[src/rtl/riscv_pkg.sv]
// Shared definitions for the ID/EX operand stage: datapath widths, ALU op encoding
// and the hard-wired zero register index.
package riscv_pkg;

    localparam int unsigned XLEN   = 32'd32;
    localparam int unsigned REG_AW = 32'd5;

    typedef enum logic [3:0] {
        ALU_ADD  = 4'd0,
        ALU_SUB  = 4'd1,
        ALU_AND  = 4'd2,
        ALU_OR   = 4'd3,
        ALU_XOR  = 4'd4,
        ALU_SLT  = 4'd5,
        ALU_SLTU = 4'd6,
        ALU_SLL  = 4'd7,
        ALU_SRL  = 4'd8,
        ALU_SRA  = 4'd9
    } alu_sel_e;

    localparam logic [4:0] REG_X0 = 5'd0;

endpackage

[src/rtl/ex_fwd_unit.sv]
// Operand forwarding select for one source register: EX/MEM beats MEM/WB beats
// the value captured from the register file; x0 is never forwarded.
module ex_fwd_unit #(
    parameter int unsigned XLEN   = 32'd32,
    parameter int unsigned REG_AW = 32'd5
) (
    input  logic [REG_AW-1:0] rs,
    input  logic [XLEN-1:0]   reg_data,
    input  logic              exmem_reg_write,
    input  logic [REG_AW-1:0] exmem_rd,
    input  logic [XLEN-1:0]   exmem_result,
    input  logic              memwb_reg_write,
    input  logic [REG_AW-1:0] memwb_rd,
    input  logic [XLEN-1:0]   memwb_result,
    output logic [XLEN-1:0]   fwd_data
);

    logic exmem_hit_s;
    logic memwb_hit_s;

    assign exmem_hit_s = exmem_reg_write && (exmem_rd != {REG_AW{1'b0}}) && (exmem_rd == rs);
    assign memwb_hit_s = memwb_reg_write && (memwb_rd != {REG_AW{1'b0}}) && (memwb_rd == rs);

    // Priority select: the younger producer wins.
    always_comb begin
        fwd_data = reg_data;
        if (exmem_hit_s) begin
            fwd_data = exmem_result;
        end else if (memwb_hit_s) begin
            fwd_data = memwb_result;
        end else begin
            fwd_data = reg_data;
        end
    end

endmodule

[src/rtl/id_ex_operand_stage.sv]
// ID/EX pipeline register with load-use bubble insertion, flush and operand forwarding.
// Optional perf counters (stall_cnt, bubble_cnt) are built when EX_PERF_CNT_EN is defined.
module id_ex_operand_stage #(
    parameter int unsigned XLEN   = 32'd32,
    parameter int unsigned REG_AW = 32'd5
`ifdef EX_PERF_CNT_EN
   ,parameter int unsigned CNT_W  = 32'd32
`endif
) (
    input  logic              clk,
    input  logic              rst,
    input  logic              id_valid,
    output logic              id_ready,
    input  logic [XLEN-1:0]   id_pc,
    input  logic [XLEN-1:0]   id_rs1_data,
    input  logic [XLEN-1:0]   id_rs2_data,
    input  logic [XLEN-1:0]   id_imm,
    input  logic [REG_AW-1:0] id_rs1,
    input  logic [REG_AW-1:0] id_rs2,
    input  logic [REG_AW-1:0] id_rd,
    input  logic [3:0]        id_alu_sel,
    input  logic              id_use_pc,
    input  logic              id_use_imm,
    input  logic              id_reg_write,
    input  logic              id_mem_read,
    input  logic              flush,
    input  logic              ex_ready,
    input  logic              exmem_reg_write,
    input  logic [REG_AW-1:0] exmem_rd,
    input  logic [XLEN-1:0]   exmem_result,
    input  logic              memwb_reg_write,
    input  logic [REG_AW-1:0] memwb_rd,
    input  logic [XLEN-1:0]   memwb_result,
    output logic              ex_valid,
    output logic [XLEN-1:0]   alu_a,
    output logic [XLEN-1:0]   alu_b,
    output logic [3:0]        alu_sel,
    output logic [XLEN-1:0]   ex_store_data,
    output logic [REG_AW-1:0] ex_rd,
    output logic              ex_reg_write,
    output logic              ex_mem_read
`ifdef EX_PERF_CNT_EN
   ,output logic [CNT_W-1:0]  stall_cnt,
    output logic [CNT_W-1:0]  bubble_cnt
`endif
);

    import riscv_pkg::*;

    logic              valid_r;
    logic [XLEN-1:0]   pc_r;
    logic [XLEN-1:0]   rs1_data_r;
    logic [XLEN-1:0]   rs2_data_r;
    logic [XLEN-1:0]   imm_r;
    logic [REG_AW-1:0] rs1_r;
    logic [REG_AW-1:0] rs2_r;
    logic [REG_AW-1:0] rd_r;
    alu_sel_e          alu_sel_r;
    logic              use_pc_r;
    logic              use_imm_r;
    logic              reg_write_r;
    logic              mem_read_r;

    logic              load_s;
    logic              hazard_s;
    logic [XLEN-1:0]   fwd_rs1_s;
    logic [XLEN-1:0]   fwd_rs2_s;

    assign load_s   = !valid_r || ex_ready;
    // Conservative: any source index matching the load's rd stalls, used or not.
    assign hazard_s = ex_mem_read && (rd_r != REG_AW'(REG_X0)) && id_valid
                      && ((id_rs1 == rd_r) || (id_rs2 == rd_r));
    assign id_ready = load_s && !hazard_s && !flush;

    // Pipeline register: flush, then bubble, then accept, else hold.
    always_ff @(posedge clk or posedge rst) begin
        if (rst) begin
            valid_r     <= 1'b0;
            pc_r        <= {XLEN{1'b0}};
            rs1_data_r  <= {XLEN{1'b0}};
            rs2_data_r  <= {XLEN{1'b0}};
            imm_r       <= {XLEN{1'b0}};
            rs1_r       <= {REG_AW{1'b0}};
            rs2_r       <= {REG_AW{1'b0}};
            rd_r        <= {REG_AW{1'b0}};
            alu_sel_r   <= ALU_ADD;
            use_pc_r    <= 1'b0;
            use_imm_r   <= 1'b0;
            reg_write_r <= 1'b0;
            mem_read_r  <= 1'b0;
        end else if (flush) begin
            valid_r <= 1'b0;
        end else if (load_s && hazard_s) begin
            valid_r <= 1'b0;
        end else if (load_s) begin
            valid_r <= id_valid;
            if (id_valid) begin
                pc_r        <= id_pc;
                rs1_data_r  <= id_rs1_data;
                rs2_data_r  <= id_rs2_data;
                imm_r       <= id_imm;
                rs1_r       <= id_rs1;
                rs2_r       <= id_rs2;
                rd_r        <= id_rd;
                alu_sel_r   <= alu_sel_e'(id_alu_sel);
                use_pc_r    <= id_use_pc;
                use_imm_r   <= id_use_imm;
                reg_write_r <= id_reg_write;
                mem_read_r  <= id_mem_read;
            end
        end
    end

    ex_fwd_unit #(.XLEN(XLEN), .REG_AW(REG_AW)) u_fwd_rs1 (
        .rs              (rs1_r),
        .reg_data        (rs1_data_r),
        .exmem_reg_write (exmem_reg_write),
        .exmem_rd        (exmem_rd),
        .exmem_result    (exmem_result),
        .memwb_reg_write (memwb_reg_write),
        .memwb_rd        (memwb_rd),
        .memwb_result    (memwb_result),
        .fwd_data        (fwd_rs1_s)
    );

    ex_fwd_unit #(.XLEN(XLEN), .REG_AW(REG_AW)) u_fwd_rs2 (
        .rs              (rs2_r),
        .reg_data        (rs2_data_r),
        .exmem_reg_write (exmem_reg_write),
        .exmem_rd        (exmem_rd),
        .exmem_result    (exmem_result),
        .memwb_reg_write (memwb_reg_write),
        .memwb_rd        (memwb_rd),
        .memwb_result    (memwb_result),
        .fwd_data        (fwd_rs2_s)
    );

    assign ex_valid      = valid_r;
    assign alu_a         = use_pc_r  ? pc_r  : fwd_rs1_s;
    assign alu_b         = use_imm_r ? imm_r : fwd_rs2_s;
    assign alu_sel       = alu_sel_r;
    assign ex_store_data = fwd_rs2_s;
    assign ex_rd         = rd_r;
    assign ex_reg_write  = reg_write_r && valid_r;
    assign ex_mem_read   = mem_read_r && valid_r;

`ifdef EX_PERF_CNT_EN
    logic [CNT_W-1:0] stall_cnt_r;
    logic [CNT_W-1:0] bubble_cnt_r;
    logic             bubble_evt_s;

    // A flush only counts when it kills a live entry.
    assign bubble_evt_s = flush ? valid_r : (load_s && hazard_s);

    // Free-running event counters, wrapping naturally.
    always_ff @(posedge clk or posedge rst) begin
        if (rst) begin
            stall_cnt_r  <= {CNT_W{1'b0}};
            bubble_cnt_r <= {CNT_W{1'b0}};
        end else begin
            if (hazard_s) begin
                stall_cnt_r <= stall_cnt_r + {{(CNT_W-1){1'b0}}, 1'b1};
            end
            if (bubble_evt_s) begin
                bubble_cnt_r <= bubble_cnt_r + {{(CNT_W-1){1'b0}}, 1'b1};
            end
        end
    end

    assign stall_cnt  = stall_cnt_r;
    assign bubble_cnt = bubble_cnt_r;
`endif

endmodule

[config.mk]
export PLATFORM = sky130hd
export DESIGN_NAME = id_ex_operand_stage
export DESIGN_NICKNAME = d
export VERILOG_FILES = /design/src/rtl/riscv_pkg.sv /design/src/rtl/ex_fwd_unit.sv /design/src/rtl/id_ex_operand_stage.sv
export SDC_FILE = /design/constraint.sdc
export NUM_CORES = 1
export LEC_CHECK = 0
export ABC_AREA = 0
export CAP_MARGIN = 30
export CORE_MARGIN = 1
export CORE_UTILIZATION = 49
export CTS_BUF_LIST = sky130_fd_sc_hd__clkbuf_8
export DETAILED_ROUTE_END_ITERATION = 6
export MAX_ROUTING_LAYER = met4
export PLACE_DENSITY = 0.89
export SYNTH_ARGS = -nofsm -noshare
export SYNTH_HDL_FRONTEND = slang
export SYNTH_SLANG_ARGS = --single-unit
[constraint.sdc]
create_clock -name clk -period 11.3 [get_ports clk]
set_input_delay 1.13 -clock clk [delete_from_list [all_inputs] [get_ports clk]]
set_output_delay 1.13 -clock clk [all_outputs]
set_load 0.005 [all_outputs]
[Word-level counts from Yosys, hierarchy flattened]
Cells that the tools add are included.
Operators by class
  reductions and logical operators: 24
  bitwise gates (word level): 2
  eq/ne operators: 6
  mux-type cells: 9
Operators by type and width (count)
  two-way mux 32 bit: 6
  equality test 5 bit: 6
  nonzero test 5 bit: 3
  logical AND 1 bit: 14
  AND reduction 4 bit: 1
  logical NOT 1 bit: 3
  two-way mux 1 bit: 3
  nonzero test 3 bit: 1
  logical OR 1 bit: 2
  inverter 1 bit: 2
Word-level totals
  logic and storage cells: 54
  register bits after elaboration: 152
  bits of input ports: 232

[Logic depth before layout (Yosys ltp)]
  depth in word-level cells: 7
  mapped depth: 7

[Modules after synthesis]
Synthesis repeated with hierarchy kept, for this count alone.
Unflattened totals
  cell total of the unflattened synthesis: 787
  area total of the unflattened synthesis: 9261.4 um^2
Modules (own cells, without submodules)
  id_ex_operand_stage: times used 1, seq. area each 3803.6 um^2, area each 6926.6 um^2, cells each 417
  ex_fwd_unit: times used 2, seq. area each 0.0 um^2, area each 1167.4 um^2, cells each 185

[Worst setup path after synthesis]
Ideal clock, no wire load.
  path type: input to output
  start point: in memwb_rd[0]
  end point: out alu_b[1]
  data required time: 10.170 ns
  slack: 7.454 ns
  stages: 7
  arrival time: 2.716 ns
  path through: or4_4 a21bo_2 and2_1 clkbuf_1 buf_4 a221oi_1 o31ai_1
Between the ends
  longest elaborated chain between the ends: 6
  elaborated cells between the ends (all ways): 7
  classes of those cells: eq/ne (1); mux (3); reduce/logical (3)
RTL lines
  start, declared: line id_ex_operand_stage.sv:32  | input logic [REG_AW-1:0] memwb_rd,
  nonzero test 5 bit: line ex_fwd_unit.sv:22  | assign memwb_hit_s = memwb_reg_write && (memwb_rd != {REG_AW{1'b0}}) && (memwb_rd == rs);
  logical AND 1 bit: line ex_fwd_unit.sv:22
  logical AND 1 bit (*): line ex_fwd_unit.sv:22
  two-way mux 32 bit (*): line ex_fwd_unit.sv:29  | end else if (memwb_hit_s) begin
  two-way mux 32 bit (*): line ex_fwd_unit.sv:27  | if (exmem_hit_s) begin
  two-way mux 32 bit (*): line id_ex_operand_stage.sv:140  | assign alu_b = use_imm_r ? imm_r : fwd_rs2_s;
  end, declared: line id_ex_operand_stage.sv:36  | output logic [XLEN-1:0] alu_b,
Mark *: on every way between the ends. The rest lies on a longest branch, timed or not.

[Worst setup path in the final report]
  start point: in memwb_rd[0]
  end point: out alu_b[21]
The elaborated chain is that of the path after synthesis.

==> results.py <==
metrics = {
    "status": {
        "status": "complete, no violations",
    },
    "sta": {
        "period_minus_slack_ns": 5.80,
        "max_freq_ghz": 0.173,
        "slew_headroom_pct": 35.3,
        "finalMaxSlewViolations": 0,
        "skew_ns": 0.0132,
        "rsz0062_at_grt": "false",
        "min_period_over_period_pct": 51.3,
        "tns_ns": 0,
        "setup_violations": 0,
        "tightest_slew_ns": 0.967,
        "hold_viol_final": 0,
        "hold_ws_ns": 0.492,
    },
    "finish": {
        "multiInputGateArea_um2": 4280,
        "area_growth_pct": 46.0,
        "nFillCells": 1181,
        "layout.nets": 1360,
        "seqCellArea_um2": 3810,
        "drive_gt1_share_pct": 11.8,
        "design_area_um2": 12500,
    },
    "critical_path": {
        "arrival_ns": 4.67,
        "startpoint": "memwb_rd[0]",
        "critPathCaptureType": "output pin",
        "slowest_delay_ns": 0.68,
        "crit_buf_inv": 3,
        "critical_path.top_delay_family": "buffers and inverters",
        "crit-reg2reg-launch": "ex_rd[0]",
        "crit_slowest_cell": "nand4_1",
        "path_common_cell": "clkdlybuf4s50_1",
        "path_max_fanout": 19,
        "path_class": "in2out",
        "crit_chain": "clkdlybuf4s50_1, or4_4, a21bo_2, nand4_1, buf_4, a221oi_1, o31ai_1, clkdlybuf4s50_1",
        "crit_required_ns": 10.17,
        "worstSetupStartpointType": "input pin",
    },
    "floorplanning": {
        "die-area_um2": 18000,
        "initial_core_util_pct": 50.8,
        "fp.dieW_um": 134,
        "core-area_um2": 16800,
        "io_pins": 341,
        "die_h_um": 134,
        "rows": 47,
    },
    "synth": {
        "synth_top_cells_by_area": "dfrtp_1 45%, mux2_1 12%, mux2_2 8.0%",
        "synth-async-reset-ratio_pct": 100,
        "synth_enable_flop_cells": 0,
        "synth_area_per_cell_um2": 10.4,
        "synth_commonest_cells": "152 x dfrtp_1, 98 x nor2_1, 90 x mux2_1",
        "yosys_warnings": 0,
        "synth.top_cell.area_share_pct": 44.5,
        "synth_nets": 1052,
        "synth_cell_types": 37,
        "syn_inst": 820,
        "syn_area_um2": 8540,
        "synth_ff_type": "dfrtp_1",
        "yosysMostFrequentCell": "dfrtp_1",
        "yosysTopAreaCell": "dfrtp_1",
        "synth-seq-area-share_pct": 44.5,
        "synth_seq_cells": 152,
    },
    "placed_design": {
        "port_buffers": 340,
        "dpl.hpwl_mm": 20.9,
        "place_area_um2": 12000,
        "globalplace.congestion": 0.884,
    },
    "grt": {
        "antenna_found_initial": 1,
        "grt_max_degree": 105,
        "track_usage_pct": 33.9,
        "grt-ovfl-total": 0,
        "grt_pass1_vias": 8324,
        "grt_pass1_wl_mm": 44.8,
    },
    "cts": {
        "clock_sinks": 152,
        "cts_buffers": 17,
        "cts.clk_slew.worst_paths_ns": 0.08,
        "cts_buffer_depth": 2,
        "post_cts_buffers": 0,
        "cts-hold-fix-buffers": 0,
        "cts_tree": "done",
        "ctsResizeCount": 0,
        "h-tree-depth": 4,
        "insertion_delay_ns": 0.45,
        "cts_root_buffer": "clkbuf_8",
    },
    "routing": {
        "met2_length_mm": 14.6,
        "dr.pass1.iters": 4,
        "via_per_inst": 5.84,
        "dr.max_layer_used": "met4",
        "wl_per_cell_um": 21.7,
        "route.met3.wl_mm": 2.31,
        "drt-initial-drc-count": 483,
        "num_vias": 7934,
        "wl_mm": 29.4,
        "met1_length_mm": 11.5,
        "drcViolationCount": 0,
        "postRouteAntennaNets": 0,
    },
    "flow_run": {
        "cap_viol_max_count": 0,
    },
    "power": {
        "power_density_nw_per_um2": 141,
        "power.leakage_uw": 0.00510,
        "peakVddDrop_mv": 0.0762,
    },
    "hold_path": {
        "min-delay-start": "imm_r[19]",
        "hp-class": "reg2reg",
    },
}
## power by group
part	internal (uW)	total (uW)	leakage, uW	switching, uW
Sequential	637	711	0.00179	74.0
Combinational	391	644	0.00313	253
Clock	202	403	0.000183	201
## cells by family (layout without fill, tap and decap cells)
| kind of cell | after synthesis | count (layout) | synth area share [%] |
|---|---|---|---|
| simple gates | 250 | 250 | 13.0 |
| flops | 152 | 152 | 44.5 |
| mux | 151 | 151 | 19.9 |
| compound gates | 138 | 138 | 13.9 |
| buf+inv | 100 | 417 | 5.74 |
| xor+xnor | 29 | 29 | 2.97 |
| other cells | 0 | 1 | 0 |
## layer usage
| layer | GRT usage, % | vias up |
|---|---|---|
| met5 | - | - |
| met4 | 13.9 | 0 |
| met3 | 7.48 | 77 |
| met2 | 57.3 | 419 |
| met1 | 39.1 | 3882 |
| li1 | - | 3556 |
## layout make-up
cell class / count / share of cell area [%]
Multi-Input combinational cell: 568 / 34.4
Timing Repair Buffer: 356 / 28.9
Clock buffer: 19 / 2.10
Sequential cell: 152 / 30.5
Inverter: 33 / 1.03
Antenna cell: 1 / 0.0201
Clock inverter: 9 / 0.843
Tap cell: 220 / 2.21
## sequential cells by signal, indices dropped and copies added, names as in the netlist, 4 cells and up
register	cells
imm_r	32
rs2_data_r	32
alu_sel	4
rs1_r	5
pc_r	32
ex_rd	5
rs2_r	5
rs1_data_r	32
## per-stage QoR
step           util (%)  total power, uW  setup slack [ns]  cells
6_report           74.1             1760              5.50   1358
5_1_grt            74.1             1840              5.37   1358
4_1_cts            73.7             1760              5.21   1354
3_5_place_dp       71.5             1350              5.20   1326
3_3_place_gp       71.2             1330              5.34   1323
2_1_floorplan         -              994              6.08    820
## path summary, 6_finish.rpt
check | endpoint | slack, ns | cells after the start
max in group asynchronous | use_imm_r | 8.80 | 4
min in group asynchronous | ex_rd[1] | 1.11 | 2
max reg2reg | rs1_r[0] | 7.75 | 7
min | imm_r[19] | 0.49 | 1
max | alu_b[21] | 5.50 | 8
min reg2reg | imm_r[19] | 0.49 | 1
## cells in the final DEF (no fill, tap or decap), types with 2 or more instances in the layout
cell type,count
a21bo_2,2
mux2_2,61
o31ai_1,64
nand3_1,3
buf_12,3
buf_4,10
and2_1,2
clkinvlp_4,3
clkdlybuf4s50_1,340
mux2_1,90
nand4_1,3
clkinv_2,2
or2_2,2
nor3_1,33
bufinv_16,2
dfrtp_2,2
nand2_1,69
nor2_1,97
a221oi_1,16
a221oi_2,16
dfrtp_1,150
or4_1,2
xnor2_1,25
inv_1,33
and3_1,32
buf_16,2
a211oi_1,32
clkbuf_8,19
xor2_1,3
(Power assumes the default switching activity.)
